[config.mk]
export PLATFORM = sky130hd
export DESIGN_NAME = load_store_unit
export DESIGN_NICKNAME = d
export VERILOG_FILES = /design/src/rtl/load_store_unit_pkg.sv /design/src/rtl/load_store_unit_load_align.sv /design/src/rtl/load_store_unit.sv
export SDC_FILE = /design/constraint.sdc
export NUM_CORES = 1
export LEC_CHECK = 0
export ABC_AREA = 1
export BUFFER_PORTS_ARGS = -buffer_cell sky130_fd_sc_hd__buf_2
export CAP_MARGIN = 40
export CORE_MARGIN = 5
export CORE_UTILIZATION = 45
export CTS_CLUSTER_SIZE = 14
export DETAILED_ROUTE_END_ITERATION = 16
export PLACE_DENSITY = 0.71
export SETUP_SLACK_MARGIN = 0.3
export SYNTH_ARGS = -nofsm -noshare
export SYNTH_HDL_FRONTEND = slang
export SYNTH_SLANG_ARGS = --single-unit
[constraint.sdc]
create_clock -name clk -period 6.05 [get_ports clk]
set_input_delay 0.3025 -clock clk [delete_from_list [all_inputs] [get_ports clk]]
set_output_delay 0.3025 -clock clk [all_outputs]
set_load 0.01 [all_outputs]
[src/rtl/load_store_unit_pkg.sv]
// load_store_unit_pkg: operation encodings, FSM/exception enums and small
// decode helpers shared by the load/store unit and its lane aligner.
package load_store_unit_pkg;

  typedef enum logic [1:0] {
    MEM_SKIP_OP,
    MEM_LOAD_OP,
    MEM_STORE_OP
  } memory_op_t;

  typedef enum logic [2:0] {
    LOAD_BYTE,
    LOAD_HALF,
    LOAD_WORD,
    LOAD_BYTEU,
    LOAD_HALFU,
    LOAD_WORDU,
    LOAD_DWORD
  } load_op_t;

  typedef enum logic [1:0] {
    STORE_BYTE,
    STORE_HALF,
    STORE_WORD,
    STORE_DWORD
  } store_op_t;

  typedef enum logic [1:0] {
    LSU_IDLE,
    LSU_REQ,
    LSU_RESP
  } lsu_state_t;

  typedef enum logic [1:0] {
    EXC_LOAD_MISALIGNED  = 2'd0,
    EXC_STORE_MISALIGNED = 2'd1,
    EXC_BUS_ERROR        = 2'd2,
    EXC_BUS_TIMEOUT      = 2'd3
  } lsu_exc_t;

  // Access size as log2(bytes): 0 byte, 1 half, 2 word, 3 dword.
  function automatic logic [1:0] load_size(load_op_t op);
    case (op)
      LOAD_BYTE, LOAD_BYTEU: load_size = 2'd0;
      LOAD_HALF, LOAD_HALFU: load_size = 2'd1;
      LOAD_WORD, LOAD_WORDU: load_size = 2'd2;
      default:               load_size = 2'd3;
    endcase
  endfunction

  function automatic logic [1:0] store_size(store_op_t op);
    case (op)
      STORE_BYTE: store_size = 2'd0;
      STORE_HALF: store_size = 2'd1;
      STORE_WORD: store_size = 2'd2;
      default:    store_size = 2'd3;
    endcase
  endfunction

  function automatic logic misaligned(logic [1:0] size, logic [2:0] a);
    case (size)
      2'd0:    misaligned = 1'b0;
      2'd1:    misaligned = a[0];
      2'd2:    misaligned = |a[1:0];
      default: misaligned = |a[2:0];
    endcase
  endfunction

  // Unshifted byte-enable pattern for a given access size.
  function automatic logic [7:0] be_mask(logic [1:0] size);
    case (size)
      2'd0:    be_mask = 8'h01;
      2'd1:    be_mask = 8'h03;
      2'd2:    be_mask = 8'h0F;
      default: be_mask = 8'hFF;
    endcase
  endfunction

endpackage

[src/rtl/load_store_unit_load_align.sv]
// lsu_load_align: combinational load-lane extraction. Shifts the bus word
// down by the captured byte offset and sign/zero-extends per load_op.
//   rdata   in  DATA_W  raw bus read data
//   offset  in  OFF_W   byte offset of the access within the bus word
//   load_op in  enum    load flavour
//   data    out DATA_W  register-ready load result
module lsu_load_align
  import load_store_unit_pkg::*;
#(
  parameter int DATA_W = 32,
  parameter int OFF_W  = $clog2(DATA_W / 8)
) (
  input  logic [DATA_W-1:0] rdata,
  input  logic [OFF_W-1:0]  offset,
  input  load_op_t          load_op,
  output logic [DATA_W-1:0] data
);

  logic [DATA_W-1:0] lane;

  assign lane = rdata >> {offset, 3'b000};

  // Keep the low 'bits' bits; optionally replicate bit bits-1 above them.
  function automatic logic [DATA_W-1:0] ext(logic [DATA_W-1:0] v, int bits, logic sgn);
    logic [DATA_W-1:0] mask;
    mask = {DATA_W{1'b1}} >> (DATA_W - bits);
    ext  = v & mask;
    if (sgn && v[bits-1]) ext = ext | ~mask;
  endfunction

  always_comb begin
    data = lane;
    case (load_op)
      LOAD_BYTE:  data = ext(lane, 8, 1'b1);
      LOAD_BYTEU: data = ext(lane, 8, 1'b0);
      LOAD_HALF:  data = ext(lane, 16, 1'b1);
      LOAD_HALFU: data = ext(lane, 16, 1'b0);
      LOAD_WORD:  data = ext(lane, 32, 1'b1);
      LOAD_WORDU: data = ext(lane, 32, 1'b0);
      default:    data = lane;
    endcase
  end

endmodule

[src/rtl/load_store_unit.sv]
// load_store_unit: handshaked memory stage. Takes one op at a time from the
// pipeline, runs a req/gnt/rvalid bus transaction with byte enables and
// lane-replicated store data, and returns the extended load result, a
// pass-through value, or an exception (misaligned, bus error, timeout).
//   pipeline: req_valid/req_ready, mem_op/load_op/store_op, alu_result,
//             reg_data in; rsp_valid/write_out, exc_valid/exc_cause, busy out
//   bus:      bus_req/we/addr/be/wdata out; bus_gnt/rvalid/err/rdata in
module load_store_unit
  import load_store_unit_pkg::*;
#(
  parameter int DATA_W  = 32,
  parameter int ADDR_W  = 32,
  parameter int TIMEOUT = 255
) (
  input  logic                clk,
  input  logic                rst,
  input  logic                req_valid,
  output logic                req_ready,
  input  memory_op_t          mem_op,
  input  load_op_t            load_op,
  input  store_op_t           store_op,
  input  logic [ADDR_W-1:0]   alu_result,
  input  logic [DATA_W-1:0]   reg_data,
  output logic                rsp_valid,
  output logic [DATA_W-1:0]   write_out,
  output logic                exc_valid,
  output logic [1:0]          exc_cause,
  output logic                busy,
  output logic                bus_req,
  output logic                bus_we,
  output logic [ADDR_W-1:0]   bus_addr,
  output logic [DATA_W/8-1:0] bus_be,
  output logic [DATA_W-1:0]   bus_wdata,
  input  logic                bus_gnt,
  input  logic                bus_rvalid,
  input  logic                bus_err,
  input  logic [DATA_W-1:0]   bus_rdata
);

  localparam int BE_W  = DATA_W / 8;
  localparam int OFF_W = $clog2(BE_W);
  localparam int CNT_W = (TIMEOUT > 0) ? $clog2(TIMEOUT + 1) : 1;
  localparam int MIN_W = (ADDR_W < DATA_W) ? ADDR_W : DATA_W;

  // Bus request bundle; declared here so its widths follow the parameters.
  typedef struct packed {
    logic              req;
    logic              we;
    logic [ADDR_W-1:0] addr;
    logic [BE_W-1:0]   be;
    logic [DATA_W-1:0] wdata;
  } data_bus_req_t;

  lsu_state_t        state, state_n;
  data_bus_req_t     bus_q, bus_n;
  logic              is_load_q, is_load_n;
  load_op_t          ld_op_q, ld_op_n;
  logic [OFF_W-1:0]  off_q, off_n;
  logic [CNT_W-1:0]  cnt_q, cnt_n;
  logic              rsp_valid_n, exc_valid_n;
  lsu_exc_t          exc_q, exc_n;
  logic [DATA_W-1:0] write_out_n;

  // Request decode
  logic              is_load, is_store, misal, wide_bad, tmo_hit;
  logic [1:0]        size;
  logic [7:0]        be_full;
  logic [BE_W-1:0]   be_req;
  logic [DATA_W-1:0] wdata_req, load_data;
  logic [OFF_W-1:0]  off_req;

  assign is_load  = (mem_op == MEM_LOAD_OP);
  assign is_store = (mem_op == MEM_STORE_OP);
  assign size     = is_load ? load_size(load_op) : store_size(store_op);
  assign off_req  = alu_result[OFF_W-1:0];
  assign be_full  = be_mask(size);
  assign be_req   = be_full[BE_W-1:0] << off_req;

  // 64-bit accesses (and the zero-extending word load) only exist on a
  // 64-bit bus; on a 32-bit bus they are reported as misaligned.
  assign wide_bad = (DATA_W == 32) &&
                    ((is_load && (load_op == LOAD_WORDU || load_op == LOAD_DWORD)) ||
                     (is_store && store_op == STORE_DWORD));
  assign misal    = misaligned(size, alu_result[2:0]) || wide_bad;

  // Replicating the store source across all lanes means the byte enables
  // alone select the target bytes; no per-offset shifter is needed.
  always_comb begin
    case (size)
      2'd0:    wdata_req = {BE_W{reg_data[7:0]}};
      2'd1:    wdata_req = {(BE_W/2){reg_data[15:0]}};
      2'd2:    wdata_req = {(BE_W/4){reg_data[31:0]}};
      default: wdata_req = reg_data;
    endcase
  end

  // Counter spans REQ and RESP; it expires after TIMEOUT cycles there.
  assign tmo_hit = (TIMEOUT != 0) && ((32'(cnt_q) + 32'd1) >= 32'(TIMEOUT));

  lsu_load_align #(.DATA_W(DATA_W)) u_align (
    .rdata   (bus_rdata),
    .offset  (off_q),
    .load_op (ld_op_q),
    .data    (load_data)
  );

  always_ff @(posedge clk or posedge rst) begin
    if (rst) state <= LSU_IDLE;
    else     state <= state_n;
  end

  always_comb begin
    state_n     = state;
    bus_n       = bus_q;
    is_load_n   = is_load_q;
    ld_op_n     = ld_op_q;
    off_n       = off_q;
    cnt_n       = cnt_q;
    rsp_valid_n = 1'b0;
    exc_valid_n = 1'b0;
    exc_n       = exc_q;
    write_out_n = write_out;
    case (state)
      LSU_IDLE: begin
        if (req_valid) begin
          if (!is_load && !is_store) begin
            rsp_valid_n = 1'b1;
            write_out_n = '0;
            write_out_n[MIN_W-1:0] = alu_result[MIN_W-1:0];
          end else if (misal) begin
            exc_valid_n = 1'b1;
            exc_n       = is_load ? EXC_LOAD_MISALIGNED : EXC_STORE_MISALIGNED;
          end else begin
            bus_n.req   = 1'b1;
            bus_n.we    = is_store;
            bus_n.addr  = {alu_result[ADDR_W-1:OFF_W], {OFF_W{1'b0}}};
            bus_n.be    = be_req;
            bus_n.wdata = is_store ? wdata_req : '0;
            is_load_n   = is_load;
            ld_op_n     = load_op;
            off_n       = off_req;
            cnt_n       = '0;
            state_n     = LSU_REQ;
          end
        end
      end
      LSU_REQ: begin
        cnt_n = cnt_q + CNT_W'(1);
        // gnt takes priority over an expiring timeout in the same cycle
        if (bus_gnt) begin
          bus_n.req = 1'b0;
          bus_n.we  = 1'b0;
          state_n   = LSU_RESP;
        end else if (tmo_hit) begin
          bus_n.req   = 1'b0;
          bus_n.we    = 1'b0;
          exc_valid_n = 1'b1;
          exc_n       = EXC_BUS_TIMEOUT;
          state_n     = LSU_IDLE;
        end
      end
      LSU_RESP: begin
        cnt_n = cnt_q + CNT_W'(1);
        if (bus_rvalid) begin
          state_n = LSU_IDLE;
          if (bus_err) begin
            exc_valid_n = 1'b1;
            exc_n       = EXC_BUS_ERROR;
          end else begin
            rsp_valid_n = 1'b1;
            write_out_n = is_load_q ? load_data : '0;
          end
        end else if (tmo_hit) begin
          exc_valid_n = 1'b1;
          exc_n       = EXC_BUS_TIMEOUT;
          state_n     = LSU_IDLE;
        end
      end
      default: state_n = LSU_IDLE;
    endcase
  end

  always_ff @(posedge clk or posedge rst) begin
    if (rst) begin
      bus_q     <= '0;
      is_load_q <= 1'b0;
      ld_op_q   <= LOAD_BYTE;
      off_q     <= '0;
      cnt_q     <= '0;
      rsp_valid <= 1'b0;
      exc_valid <= 1'b0;
      exc_q     <= EXC_LOAD_MISALIGNED;
      write_out <= '0;
    end else begin
      bus_q     <= bus_n;
      is_load_q <= is_load_n;
      ld_op_q   <= ld_op_n;
      off_q     <= off_n;
      cnt_q     <= cnt_n;
      rsp_valid <= rsp_valid_n;
      exc_valid <= exc_valid_n;
      exc_q     <= exc_n;
      write_out <= write_out_n;
    end
  end

  assign req_ready = (state == LSU_IDLE);
  assign busy      = (state != LSU_IDLE);
  assign exc_cause = exc_q;
  assign bus_req   = bus_q.req;
  assign bus_we    = bus_q.we;
  assign bus_addr  = bus_q.addr;
  assign bus_be    = bus_q.be;
  assign bus_wdata = bus_q.wdata;

endmodule

Yosys cells after proc, flatten, opt, wreduce, memory -nomap -nowiden --
Cells that the tools add are included.
Word-level totals: output and inout port bits 108, bits of input ports 109, word-level logic and storage cells 134, register bits after elaboration 120
Operators by class: mux-type cells 55, order comparisons 1, bitwise gates (word level) 2, equal/unequal tests 28, add/sub/neg operators 2, reduce and logical (&&, ||, !) cells 30, shifts and indexed selects 2
Operator list (count):
- $mux 32 | 8
- $mux 70 | 3
- $pmux 32 s2 | 2
- $pmux 32 s4 | 1
- $mux 2 | 16
- $shr 32x5->32 | 1
- $mux 8 | 3
- $pmux 2 s3 | 4
- $pmux 8 s2 | 1
- $eq 3x3->1 const B | 4
- $mux 1 | 12
- $ne 2x2->1 const B | 6
- $pmux 4 s3 | 1
- $eq 2x2->1 const B | 5
- $reduce_and 5->1 | 2
- $reduce_or 2->1 | 5
- $add 8x1->9 const B | 1
- $eq 3x2->1 const B | 3
- $ge 9x8->1 const B | 1
- $add 8x1->8 const B | 1
- $eq 2x1->1 const B | 4
- $reduce_and 4->1 | 2
- $reduce_bool 2->1 | 4
- $eq 3x1->1 const B | 2
- 16 further kinds | 28

Longest topological paths before layout --
word-level depth 11, depth in mapped cells 15, depth with buffers taken out 14

Cells and area by module --
Synthesis repeated with hierarchy kept, for this count alone.
Unflattened totals: cell total of the unflattened synthesis 911, area, all modules 7018.0 um2
By module, submodules not included:
- load_store_unit | area each 5989.5 um2, times used 1, seq. area each 3002.9 um2, cells an instance 711
- lsu_load_align | area each 1028.5 um2, times used 1, seq. area each 0.0 um2, cells an instance 200

Least setup slack after synthesis --
Ideal clock, no wire load.
kind flip-flop to flip-flop, start point reg state[0], end point reg bus_q (netlist bit bus_be[1]), path slack 4.073 ns, buffers on the path 3, clock period less this slack 1.977 ns, setup time 0.129 ns, data arrival time 1.848 ns, required time 5.921 ns, cell stages (with the launch flop) 12, cell sequence dfrtp_1 > inv_1 > ha_1 > buf_4 > inv_2 > or2_1 > nor2_2 > nand3_4 > buf_6 > buf_4 > nand2_1 > o31ai_1
On the way: word-level cells in the longest chain between the ends 2
RTL lines:
- start, declared | RTL line load_store_unit.sv:54 | lsu_state_t state, state_n;
- start signal, assigned | RTL line load_store_unit.sv:109 | else state <= state_n;
- $logic_not 2->1
- named net req_ready | RTL line load_store_unit.sv:18 | output logic req_ready,
- $reduce_and 4->1 (no source line)
- end signal, assigned | RTL line load_store_unit.sv:195 | bus_q <= bus_n;
- end, declared | RTL line load_store_unit.sv:55 | data_bus_req_t bus_q, bus_n;
The timed path passes the listed nets, and every way through them passes these cells. A chain may end at the register's enable or synchronous reset.

Worst setup path in the final report --
start point reg state[1], end point reg bus_q (netlist bit bus_wdata[14])
On the way: word-level cells in the longest chain between the ends 2
RTL lines:
- $logic_not 2->1 | RTL line load_store_unit.sv:123 | case (state)
- $reduce_and 4->1 (no source line)
Every way passes these cells.

==> qor.yml <==
status: "finished clean"
final_core_utilization_pct: 57.6
cp_max_fo: 78
worstHoldStart: "alu_result[30]"
whs_path_depth: 3
floorplan.die.height_um: 130
totalWireLength_mm: 19.4
grt_max_degree: 79
dr.pass1.iters: 4
die-width_um: 130
place.gp.congestion: 0.902
gr-usage-all-layers_pct: 22.7
dieArea_um2: 17000
worst_ir_drop_vdd_uv: 345
fin_ws_ns: 2.96
drv_cap: 0
antenna_found_initial: 1
nets: 1167
synth_async_sr_flop_share_pct: 100
internal-power_w: 0.00245
postSynthCellCount: 856
slew_violations: 0
skew_ns: 0.00853
holdPathEnd: "bus_addr[30]"
power_frac_comb_pct: 41.7
max_freq_ghz: 0.324
finalCriticalPeriod_ns: 3.09
final-hold-violation-count: 0
grt_pass1_vias: 5867
p_switching_w: 0.00163
tightest_slew_ns: 0.898
r2r_slack_ns: 2.96
rows: 44
initial_core_util_pct: 45.3
numCtsBuffers: 17
reg2reg_depth: 8
drive_gt1_share_pct: 25.9
leakagePower_nw: 4.26
cts_setup_buffers: 0
worstSkewPairLatency_ns: 0.42
rsz0062_at_grt: "no"
relSlewSlack_pct: 40.1
coreArea_um2: 14400
n_antenna_cell: 0
min_path_type: "primary input to flop"
path_clk_slew_ns: 0.06
cp.required_ns: 6.36
p_sw_share_pct: 39.9
io-pin-count: 217
p_seq_share_pct: 33.0
areaGrowthSynthToFinish_pct: 27.1
ys.flop_type: "dfrtp_1"
gr-total-overflow: 0
setup_viol: 0
cp-start-kind: "flop"
r2r-start: "state[1]"
ys_ff_latch: 120
synth_area_leaders: "dfrtp_1 (46%), nand2_1 (14%), a21oi_1 (5.5%)"
cp-end-kind: "flop"
portBuffers: 214
wl_per_cell_um: 15.6
synth.top_cell.area_share_pct: 46.1
ys_seq_area_share_pct: 46.1
cts_tree: "built"
grt_pass1_wl_mm: 30.4
cts.path.max_buffers: 2
crit_type: "flop to flop"
synth_warnings: 0
synth-edff-count: 0
period_share_pct: 51.1
cts_sinks: 120
avgViaCountPerCell: 5.15
dp_hpwl_mm: 14.6
route.detailed.drc: 0
p_per_area_nw_per_um2: 493
ant_nets: 0
timing.rr.end: "bus_wdata[14]"
htree_levels: 4
pwr-share-clk_pct: 25.3
pre_cts_slack_ns: 2.77
synth_cell_types: 41
avgSynthCellArea_um2: 7.61
cp.arrival_ns: 3.40
yosys.area.top_type: "dfrtp_1"
drt_iter0_drc: 487
num_vias: 6416
cts_root_buffer: "clkbuf_16"
synth_area_um2: 6510
tns_ns: 0
[area by class of cell]
type                            instances  area [um2]
Multi-Input combinational cell        597        2890
Clock inverter                         12         150
Fill cell                            1351        6090
Timing Repair Buffer                  221        1190
Clock buffer                           20         457
Sequential cell                       120        3000
Tap cell                              184         230
Inverter                               92         354
[flip-flops by register name, indices dropped and copies added (netlist names)]
register and count:
state 2, bus_we 1, bus_addr 30, cnt_q 8, rsp_valid 1, exc_cause 2, bus_wdata 32, off_q 2
bus_req 1, is_load_q 1, exc_valid 1, bus_be 4, ld_op_q 3, write_out 32
[placed cells by master, fill, tap and decap left out, types with 2 or more instances in the layout]
| cell | instances |
|---|---|
| o21ai_1 | 39 |
| clkbuf_16 | 17 |
| nand2_2 | 3 |
| o211ai_1 | 5 |
| o22ai_1 | 9 |
| a21oi_1 | 72 |
| conb_1 | 2 |
| ha_1 | 9 |
| bufinv_16 | 3 |
| inv_2 | 7 |
| clkbuf_8 | 2 |
| dfrtp_1 | 120 |
| nand2_1 | 239 |
| buf_4 | 2 |
| nand3_2 | 3 |
| o22a_1 | 3 |
| nand4_1 | 3 |
| mux2i_1 | 7 |
| inv_1 | 82 |
| buf_16 | 3 |
| nand3_1 | 44 |
| clkinvlp_4 | 3 |
| o31ai_1 | 19 |
| o21ai_0 | 65 |
| clkinv_2 | 5 |
| nor2_4 | 2 |
| a21boi_0 | 2 |
| buf_2 | 214 |
| clkinv_4 | 3 |
| nor2_1 | 58 |
[per-layer routing]
layer | wire [um] | GRT usage [%] | share of wire (%) | vias up
met5 | 7 | 0 | 0.036 | -
met4 | 446 | 7.58 | 2.3 | 2
met3 | 1190 | 5.77 | 6.1 | 44
met2 | 9210 | 35.2 | 47 | 212
met1 | 8580 | 31.2 | 44 | 2971
li1 | - | - | - | 3187
[critical path: stages, from the launching register on]
cell and delay (ns):
dfrtp_1 0.44, inv_1 0.10, ha_1 0.45, inv_2 0.10, or2_1 0.26, nor2_2 0.15
nand3_4 0.54, buf_4 0.59, o31ai_1 0.31
[stage by stage]
step / std cells / cell area (um2) / hold WS (ns) / power (W)
after CTS: 1246 / 8270 / 0.123 / 0.00411
final: 1246 / 8270 / 0.139 / 0.00408
after detailed placement: 1213 / 7660 / 0.398 / 0.00306
after global routing: 1246 / 8270 / 0.120 / 0.00439
after floorplan: 857 / 6520 / 0.398 / 0.00245
after global placement: 1209 / 7560 / 0.402 / 0.00298
[power by group through the flow]
stage	combinational [W]	sequential, W	clock, W
after CTS	0.00171	0.00135	0.00105
after detailed placement	0.00171	0.00135	0
after global routing	0.00190	0.00139	0.00109
after floorplan	0.000970	0.00148	0
after global placement	0.00160	0.00139	0
final	0.00170	0.00135	0.00103
[how the worst max path moves through the flow]
stage,start,to,slack [ns]
5_1_grt,state[1],bus_wdata[11],2.70
2_1_floorplan,rst,bus_addr[10],2.56
3_5_place_dp,mem_op[0],bus_wdata[8],2.77
4_1_cts,state[1],bus_wdata[11],2.98
6_report,state[1],bus_wdata[14],2.96
3_3_place_gp,state[0],write_out[5],2.63
[timing repair]
action	CTS	global route
resized for setup	0	0
hold endpoints to repair	44	0
hold buffers	1	0
[cell families (layout without fill, tap and decap cells)]
family / Yosys count / after routing / synth area share (%)
and+or+nand+nor: 359 / 359 / 22.7
AOI/OAI and AO/OA: 219 / 219 / 18.5
buffers and inverters: 140 / 345 / 9.61
DFF: 120 / 120 / 46.1
adders and majority gates: 9 / 9 / 1.73
muxes: 7 / 7 / 1.08
other: 1 / 2 / 0.0576
xor gates and xnor gates: 1 / 1 / 0.135
[cell usage after synthesis, drive strengths merged (6+ instances only)]
| cell | n |
|---|---|
| nand2 | 242 |
| a21oi | 73 |
| nor2 | 61 |
| dfrtp | 120 |
| o31ai | 19 |
| buf | 30 |
| clkbuf | 18 |
| o211ai | 6 |
| o22ai | 9 |
| mux2i | 7 |
| ha | 9 |
| o21ai | 105 |
| inv | 90 |
| nand3 | 48 |
No activity file was read; power rests on OpenSTA's default activity.
